File: src/rtl/MemoryArbiterTypes.sv
// MemoryArbiterTypes: shared state encoding and owner codes for the PSRAM arbiter
package MemoryArbiterTypes;
  typedef enum logic [7:0] {
    IDLE    = 8'd1,
    BUSY_WR = 8'd2,
    BUSY_RD = 8'd3
  } t_state;
  localparam logic [1:0] OWNER_NONE = 2'd0;
  localparam logic [1:0] OWNER_WR   = 2'd1;
  localparam logic [1:0] OWNER_RD   = 2'd2;
endpackage

File: src/rtl/memory_arbiter.sv
// memory_arbiter: round-robin PSRAM burst arbiter between camera writer and frame reader
module memory_arbiter
  import MemoryArbiterTypes::*;
#(
  parameter int CMD_INTERVAL = 14,
  parameter int ADDR_WIDTH   = 21
) (
  input  logic                  clk,
  input  logic                  reset,
  input  logic                  init_calib,
  input  logic                  wr_rq,
  input  logic [ADDR_WIDTH-1:0] wr_addr,
  output logic                  wr_ack,
  input  logic                  rd_rq,
  input  logic [ADDR_WIDTH-1:0] rd_addr,
  output logic                  rd_ack,
  output logic                  psram_cmd,
  output logic                  psram_cmd_en,
  output logic [ADDR_WIDTH-1:0] psram_addr,
  output logic [1:0]            owner
);
  localparam int GW = (CMD_INTERVAL > 1) ? $clog2(CMD_INTERVAL) : 1;
  t_state                r_state;
  logic [1:0]            r_owner;
  logic                  r_wr_ack;
  logic                  r_rd_ack;
  logic                  r_cmd;
  logic                  r_cmd_en;
  logic [ADDR_WIDTH-1:0] r_addr;
  logic [GW-1:0]         r_gap;
  logic                  r_last_wr;
  logic                  w_can;
  logic                  w_gnt_wr;
  logic                  w_gnt_rd;
  logic                  w_gnt;
  logic                  w_release;
  // Grant decision: write wins a tie unless it was served last; owner releases when its rq drops
  always_comb begin
    w_can     = (r_state == IDLE) && init_calib && (r_gap == '0);
    w_gnt_wr  = w_can && wr_rq && (!rd_rq || !r_last_wr);
    w_gnt_rd  = w_can && rd_rq && !w_gnt_wr;
    w_gnt     = w_gnt_wr || w_gnt_rd;
    w_release = ((r_state == BUSY_WR) && !wr_rq) || ((r_state == BUSY_RD) && !rd_rq);
  end
  // Ownership state and one-cycle grant strobes
  always_ff @(posedge clk) begin
    if (reset) begin
      r_state  <= IDLE;
      r_owner  <= OWNER_NONE;
      r_wr_ack <= 1'b0;
      r_rd_ack <= 1'b0;
      r_cmd_en <= 1'b0;
    end else begin
      r_state  <= w_gnt_wr ? BUSY_WR : w_gnt_rd ? BUSY_RD : w_release ? IDLE : r_state;
      r_owner  <= w_gnt_wr ? OWNER_WR : w_gnt_rd ? OWNER_RD : w_release ? OWNER_NONE : r_owner;
      r_wr_ack <= w_gnt_wr;
      r_rd_ack <= w_gnt_rd;
      r_cmd_en <= w_gnt;
    end
  end
  // Command/address latch, round-robin memory and gap counter (loaded alongside the strobe so spacing is exactly CMD_INTERVAL)
  always_ff @(posedge clk) begin
    if (reset) begin
      r_cmd     <= 1'b0;
      r_addr    <= '0;
      r_last_wr <= 1'b0;
      r_gap     <= '0;
    end else if (w_gnt) begin
      r_cmd     <= w_gnt_wr;
      r_addr    <= w_gnt_wr ? wr_addr : rd_addr;
      r_last_wr <= w_gnt_wr;
      r_gap     <= GW'(CMD_INTERVAL - 1);
    end else if (r_gap != '0) begin
      r_gap <= r_gap - 1'b1;
    end
  end
  assign wr_ack       = r_wr_ack;
  assign rd_ack       = r_rd_ack;
  assign psram_cmd    = r_cmd;
  assign psram_cmd_en = r_cmd_en;
  assign psram_addr   = r_addr;
  assign owner        = r_owner;
endmodule

File: config.mk
export PLATFORM = sky130hd
export DESIGN_NAME = memory_arbiter
export DESIGN_NICKNAME = d
export VERILOG_FILES = /design/src/rtl/MemoryArbiterTypes.sv /design/src/rtl/memory_arbiter.sv
export SDC_FILE = /design/constraint.sdc
export NUM_CORES = 1
export LEC_CHECK = 0
export BUFFER_PORTS_ARGS = -buffer_cell sky130_fd_sc_hd__buf_4
export CORE_MARGIN = 5
export CORE_UTILIZATION = 39
export DETAILED_ROUTE_END_ITERATION = 8
export PLACE_DENSITY = 0.81
export SLEW_MARGIN = 20
export SYNTH_ARGS = -nofsm -noshare
export SYNTH_HDL_FRONTEND = slang
export SYNTH_SLANG_ARGS = --single-unit
File: constraint.sdc
create_clock -name clk -period 2.1 [get_ports clk]
set_clock_uncertainty 0.2 [all_clocks]
set_input_delay 0.42 -clock clk [delete_from_list [all_inputs] [get_ports clk]]
set_output_delay 0.42 -clock clk [all_outputs]
set_load 0.02 [all_outputs]
### Word-level counts from Yosys, hierarchy flattened

Cells that the tools add are included.

| cells by class | value |
|---|---|
| divide/modulo/power cells | 0 |
| shift-type cells | 0 |
| $lt $le $gt $ge | 0 |
| muxes and demuxes | 9 |
| eq/ne operators | 3 |
| reduce and logical (&&, ||, !) cells | 22 |
| $add $sub $neg | 1 |
| bitwise gates (word level) | 0 |
| multipliers | 0 |

Operators with widths:

| kind | number |
|---|---|
| 21-bit two-way mux | 1 |
| 2-bit two-way mux | 5 |
| 1-bit logical AND | 8 |
| 4-bit two-way mux | 2 |
| 2-bit == test, second input constant | 2 |
| 1-bit logical NOT | 4 |
| 4-bit logical NOT | 1 |
| 2-bit nonzero test | 2 |
| 4-bit nonzero test | 1 |
| 2-bit OR reduction | 2 |
| 4-bit by 1-bit subtractor with 4-bit output, second input constant | 1 |
| 1-bit logical OR | 3 |
| 3-bit nonzero test | 1 |
| 2-bit by 1-bit == test with 1-bit output, second input constant | 1 |
| 1-bit two-way mux | 1 |

| word-level totals | value |
|---|---|
| memories kept | 0 |
| bits in writable memories | 0 |
| bits in registers | 33 |
| latch bits | 0 |
| output and inout bits | 27 |
| ROM bits | 0 |

### Depth between registers and ports, before layout

| logic depth | value |
|---|---|
| depth in word-level cells | 9 |
| gate-level depth with buffers | 8 |

### Worst setup path after synthesis

No wires, ideal clock.

| timing path | value |
|---|---|
| kind | reg2reg |
| from | register r_gap[0] |
| to | register r_addr[0] (netlist: psram_addr[0]) |
| data required time | 1.778 ns |
| stages on the path, launching flop included | 9 |
| path buffers | 2 |
| arrival time | 1.782 ns |
| setup time | 0.122 ns |
| path slack | -0.004 ns |
| cells stage by stage | dfxtp_1 > inv_1 > ha_1 > or3b_1 > buf_6 > nor3_2 > nor2_1 > buf_2 > a221o_1 |

| on the way | value |
|---|---|
| word-level cells in the longest chain between the ends | 7 |
| elaborated cells on any way between the ends | 9 |
| classes of those cells | mux (1); reduce/logical (8) |

Ends and longest elaborated chain:

| what | line | RTL |
|---|---|---|
| from (decl) | memory_arbiter.sv:30 | `logic [GW-1:0] r_gap;` |
| from (signal assigned) | memory_arbiter.sv:72 | `r_gap <= GW'(CMD_INTERVAL - 1);` |
| from (signal assigned) | memory_arbiter.sv:74 | `r_gap <= r_gap - 1'b1;` |
| 4-bit logical NOT * | memory_arbiter.sv:39 | `w_can = (r_state == IDLE) && init_calib && (r_gap == '0);` |
| 1-bit logical AND * | memory_arbiter.sv:39 |  |
| 1-bit logical AND (2 in series) | memory_arbiter.sv:40 | `w_gnt_wr = w_can && wr_rq && (!rd_rq \|\| !r_last_wr);` |
| 1-bit logical NOT | memory_arbiter.sv:41 | `w_gnt_rd = w_can && rd_rq && !w_gnt_wr;` |
| 1-bit logical AND | memory_arbiter.sv:41 |  |
| 1-bit logical OR | memory_arbiter.sv:42 | `w_gnt = w_gnt_wr \|\| w_gnt_rd;` |
| to (signal assigned) | memory_arbiter.sv:70 | `r_addr <= w_gnt_wr ? wr_addr : rd_addr;` |
| to (decl) | memory_arbiter.sv:29 | `logic [ADDR_WIDTH-1:0] r_addr;` |

Every way passes the cells marked *; elsewhere a longest branch is shown, timed or not.
A chain may end at the register's enable or synchronous reset.

### Worst setup path in the final report

| timing path | value |
|---|---|
| from | register r_gap[1] |
| to | register r_state[1] |

| on the way | value |
|---|---|
| word-level cells in the longest chain between the ends | 8 |
| elaborated cells on any way between the ends | 10 |
| classes of those cells | mux (2); reduce/logical (8) |

Ends and longest elaborated chain:

| what | line | RTL |
|---|---|---|
| 4-bit logical NOT * | memory_arbiter.sv:39 |  |
| 1-bit logical AND * | memory_arbiter.sv:39 |  |
| 1-bit logical AND (2 in series) | memory_arbiter.sv:40 |  |
| 1-bit logical NOT | memory_arbiter.sv:41 |  |
| 1-bit logical AND | memory_arbiter.sv:41 |  |
| 2-bit two-way mux (2 in series) | memory_arbiter.sv:54 | `r_state <= w_gnt_wr ? BUSY_WR : w_gnt_rd ? BUSY_RD : w_release ? IDLE : r_state;` |
| to (signal assigned) | memory_arbiter.sv:54 |  |
| to (decl) | memory_arbiter.sv:23 | `t_state r_state;` |

Marks and branches as above.

==> impl_metrics.prom <==
# TYPE chip_impl_metric gauge
chip_impl_info{name="outcome",value="complete, no violations"} 1
chip_impl_info{name="cp-startpoint",value="r_gap[1]$_SDFFE_PP0P_"} 1
chip_impl_metric{name="via_per_inst",unit=""} 5.11
chip_impl_metric{name="switchingPower",unit="mW"} 0.734
chip_impl_metric{name="setup_viol_count_final",unit=""} 0
chip_impl_metric{name="port-buffer-count",unit=""} 73
chip_impl_metric{name="dp_hpwl",unit="mm"} 2.84
chip_impl_metric{name="cts-hold-fix-buffers",unit=""} 0
chip_impl_metric{name="critPathArrivalTime",unit="ns"} 2.13
chip_impl_metric{name="global_route.overflow_total",unit=""} 0
chip_impl_metric{name="placement_rows",unit=""} 21
chip_impl_metric{name="synthDistinctLibCells",unit=""} 35
chip_impl_metric{name="area_delta_synth_final",unit="%"} 56.3
chip_impl_metric{name="cts_inserted_buffers",unit=""} 5
chip_impl_metric{name="timing_worst_slew_pin_value",unit="ns"} 0.749
chip_impl_metric{name="cell_area_after_synthesis",unit="mm2"} 0.00137
chip_impl_metric{name="first_global_vias",unit=""} 1300
chip_impl_metric{name="power.share.sequential",unit="%"} 39.6
chip_impl_metric{name="htree_levels",unit=""} 2
chip_impl_info{name="timing.setup.critical_path_class",value="flop to flop"} 1
chip_impl_info{name="cts_root_buffer",value="sky130_fd_sc_hd__clkbuf_4"} 1
chip_impl_metric{name="grt_max_degree",unit=""} 23
chip_impl_metric{name="finalNetCount",unit=""} 262
chip_impl_metric{name="synth-warning-count",unit=""} 0
chip_impl_metric{name="powerDensity",unit="mW/mm2"} 1010
chip_impl_metric{name="die_footprint",unit="mm2"} 0.00480
chip_impl_info{name="rsz0062_at_grt",value="true"} 1
chip_impl_info{name="worst_setup_path_end_kind",value="flop"} 1
chip_impl_metric{name="layout-drive-gt1-share",unit="%"} 53.3
chip_impl_metric{name="coreArea",unit="mm2"} 0.00336
chip_impl_info{name="tritoncts",value="done"} 1
chip_impl_metric{name="internal-power",unit="mW"} 1.42
chip_impl_metric{name="n_antenna_cell",unit=""} 0
chip_impl_metric{name="maxCapViolCount",unit=""} 0
chip_impl_metric{name="grt_pass1_wl",unit="mm"} 6.11
chip_impl_metric{name="multi_input_area",unit="um2"} 676
chip_impl_info{name="crit-reg2reg-launch",value="r_gap[1]$_SDFFE_PP0P_"} 1
chip_impl_metric{name="swShare",unit="%"} 34.0
chip_impl_metric{name="drtIter0Drc",unit=""} 87
chip_impl_metric{name="postRouteAntennaNets",unit=""} 0
chip_impl_metric{name="combPwrFrac",unit="%"} 44.0
chip_impl_metric{name="pwr-share-clk",unit="%"} 16.5
chip_impl_metric{name="grt_antenna_before_repair",unit=""} 0
chip_impl_metric{name="critical_path.max_fanout",unit=""} 4
chip_impl_metric{name="avgSynthCellArea",unit="um2"} 10.8
chip_impl_metric{name="fillers",unit=""} 301
chip_impl_metric{name="drc",unit=""} 0
chip_impl_metric{name="ys_seq_elements",unit=""} 33
chip_impl_metric{name="finalWorstSetupSlack",unit="ns"} 0.0474
chip_impl_metric{name="floorplan.die.width",unit="um"} 69.3
chip_impl_metric{name="fin_total_pwr",unit="mW"} 2.16
chip_impl_metric{name="fin_area",unit="mm2"} 0.00214
chip_impl_info{name="timing.hold.worst.start",value="rd_addr[19]"} 1
chip_impl_metric{name="cts_sinks",unit=""} 33
chip_impl_metric{name="dr_total_vias",unit=""} 1328
chip_impl_metric{name="syn-num-nets",unit=""} 175
chip_impl_metric{name="max_slew_margin",unit="%"} 49.7
chip_impl_metric{name="synth_top_area_share",unit="%"} 48.2
chip_impl_metric{name="worstPathRequired",unit="ns"} 2.17
chip_impl_metric{name="final_period_minus_worst_setup_slack",unit="ns"} 2.05
chip_impl_metric{name="netlist_instances",unit=""} 127
chip_impl_metric{name="globalplace.congestion",unit=""} 0.767
chip_impl_info{name="synth.area.top_cells",value="sky130_fd_sc_hd__dfxtp_1 (48%), sky130_fd_sc_hd__a221o_1 (15%), sky130_fd_sc_hd__and2_1 (9.6%), sky130_fd_sc_hd__buf_8 (2.2%), sky130_fd_sc_hd__inv_1 (1.6%)"} 1
chip_impl_metric{name="io_pins",unit=""} 74
chip_impl_metric{name="worst_case_vdd_ir_drop",unit="uV"} 559
chip_impl_metric{name="placement.cell_area",unit="mm2"} 0.00200
chip_impl_info{name="cp-start-kind",value="flop"} 1
chip_impl_metric{name="grt.total_usage",unit="%"} 15.6
chip_impl_metric{name="clock_latency",unit="ns"} 0.32
chip_impl_metric{name="final_max_slew_viol_count",unit=""} 0
chip_impl_info{name="yosys.area.top_type",value="sky130_fd_sc_hd__dfxtp_1"} 1
chip_impl_metric{name="layout_worst_path_cycle_share",unit="%"} 97.7
chip_impl_metric{name="worst_case_clock_buffer_depth",unit=""} 2
chip_impl_metric{name="clk_transition_reported_paths",unit="ns"} 0.09
chip_impl_metric{name="max_freq",unit="MHz"} 487
chip_impl_metric{name="rrSetupSlack",unit="ns"} 0.05
chip_impl_metric{name="die_height",unit="um"} 69.3
chip_impl_metric{name="cellLeakagePower",unit="nW"} 1.02
chip_impl_metric{name="avgRoutedWirePerCell",unit="um"} 15.5
chip_impl_metric{name="seq_area",unit="um2"} 663
chip_impl_metric{name="initial_core_util",unit="%"} 40.8
chip_impl_info{name="tightest_hold_check_type",value="input pin to flop"} 1
chip_impl_metric{name="detailedRoute.firstPassIterationCount",unit=""} 4
chip_impl_metric{name="final_hold_viol_count",unit=""} 0
chip_impl_metric{name="pre_cts_slack",unit="ns"} -0.00687
chip_impl_metric{name="synth_sequential_area_ratio",unit="%"} 48.2
chip_impl_metric{name="route.final.wire_length",unit="mm"} 4.03
-- metal layers --
layer  vias to the layer above  global-route usage [%]  wire length [um]
met5                         -                       0                 0
met4                         0                    7.16                48
met3                         4                    4.49               245
met2                        56                    24.4              1910
met1                       619                    19.8              1820
li1                        649                       -                 -
-- registers in the layout, indices dropped and copies added (netlist names) --
name,count
r_last_wr,1
owner,2
wr_ack,1
r_gap,4
rd_ack,1
r_state,2
psram_addr,21
psram_cmd_en,1
-- synthesized netlist by cell type, drive strengths merged --
master / count
inv: 7
o211ai: 1
nor4: 1
a211oi: 1
a21oi: 4
o21ai: 4
a2111oi: 1
a21bo: 1
o2111ai: 1
nor2: 5
nor3b: 1
nand3: 1
nor3: 3
or3b: 1
nand2: 1
xnor2: 1
dfxtp: 33
or4: 1
ha: 1
and2: 21
a31o: 2
nand3b: 1
a221o: 21
nand2b: 1
o311ai: 1
clkbuf: 2
or3: 2
buf: 6
or2: 1
-- what timing repair did --
| item | CTS | global route |
|---|---|---|
| buffers inserted | 0 | 2 |
| endpoints found under the setup margin | 21 | 27 |
| gates cloned | 1 | 2 |
| pin swaps | 1 | 9 |
| resized for setup | 1 | 17 |
| hold endpoints to repair | 0 | 0 |
-- critical path: stages (launching register included) --
cell,delay [ns]
sky130_fd_sc_hd__dfxtp_2,0.33
sky130_fd_sc_hd__inv_2,0.07
sky130_fd_sc_hd__ha_4,0.13
sky130_fd_sc_hd__or3b_4,0.40
sky130_fd_sc_hd__or3_4,0.45
sky130_fd_sc_hd__or2_4,0.28
sky130_fd_sc_hd__inv_2,0.06
sky130_fd_sc_hd__a31o_1,0.08
-- through the flow --
step	TNS, ns	util [%]	hold WS [ns]	instances
6_report	0	63.7	0.113	260
3_5_place_dp	-0.00828	59.5	0.273	248
5_1_grt	-0.621	63.7	0.107	260
3_3_place_gp	0	59.5	0.261	248
4_1_cts	0	61.6	0.102	256
2_1_floorplan	-0.0755	-	0.286	127
-- power groups by stage --
stage	Clock, mW	Sequential (mW)	Combinational (mW)
after floorplan	0	0.957	0.393
after detailed placement	0	0.859	0.853
final	0.355	0.854	0.949
after global placement	0	0.853	0.839
after CTS	0.363	0.845	0.865
after global routing	0.381	0.868	1.03
-- path summary, 6_finish.rpt --
path                                       to  depth (start not counted)
setup reg to reg      r_state[1]$_SDFFE_PP0P_                          7
setup / recovery      r_state[1]$_SDFFE_PP0P_                          7
hold / removal    psram_addr[19]$_SDFFE_PP0P_                          2
hold reg to reg         owner[0]$_SDFFE_PP0P_                          1
-- placed cells by master (no fill, tap or decap), drive strengths merged --
cell type / n
or2: 1
xnor2: 1
or4: 1
o2111ai: 1
a21bo: 1
dfxtp: 33
inv: 7
or3b: 1
nor3: 3
o211ai: 1
nand2: 1
nor2: 7
nand3b: 1
or3: 2
nor4: 1
a21oi: 4
o311ai: 1
nand3: 1
o21ai: 4
clkbuf: 7
buf: 86
a2111oi: 1
a221o: 21
nand2b: 1
a211oi: 1
nor3b: 1
and2: 21
a31o: 2
ha: 1
-- cell type report --
cell class	instances	area share (%)
Sequential cell	33	30.9
Multi-Input combinational cell	81	31.5
Tap cell	46	2.69
Timing Repair Buffer	86	31.1
Clock buffer	7	2.57
Inverter	7	1.23
-- kinds of logic (layout without fill, tap and decap cells) --
| kind of cell | Yosys count | after routing | synth area share, % |
|---|---|---|---|
| fa+ha+maj | 1 | 1 | 0.912 |
| buf+inv | 15 | 100 | 6.57 |
| compound gates | 37 | 37 | 23.3 |
| xor+xnor | 1 | 1 | 0.639 |
| simple gates | 40 | 42 | 20.4 |
| flops | 33 | 33 | 48.2 |
(Power assumes the default switching activity.)
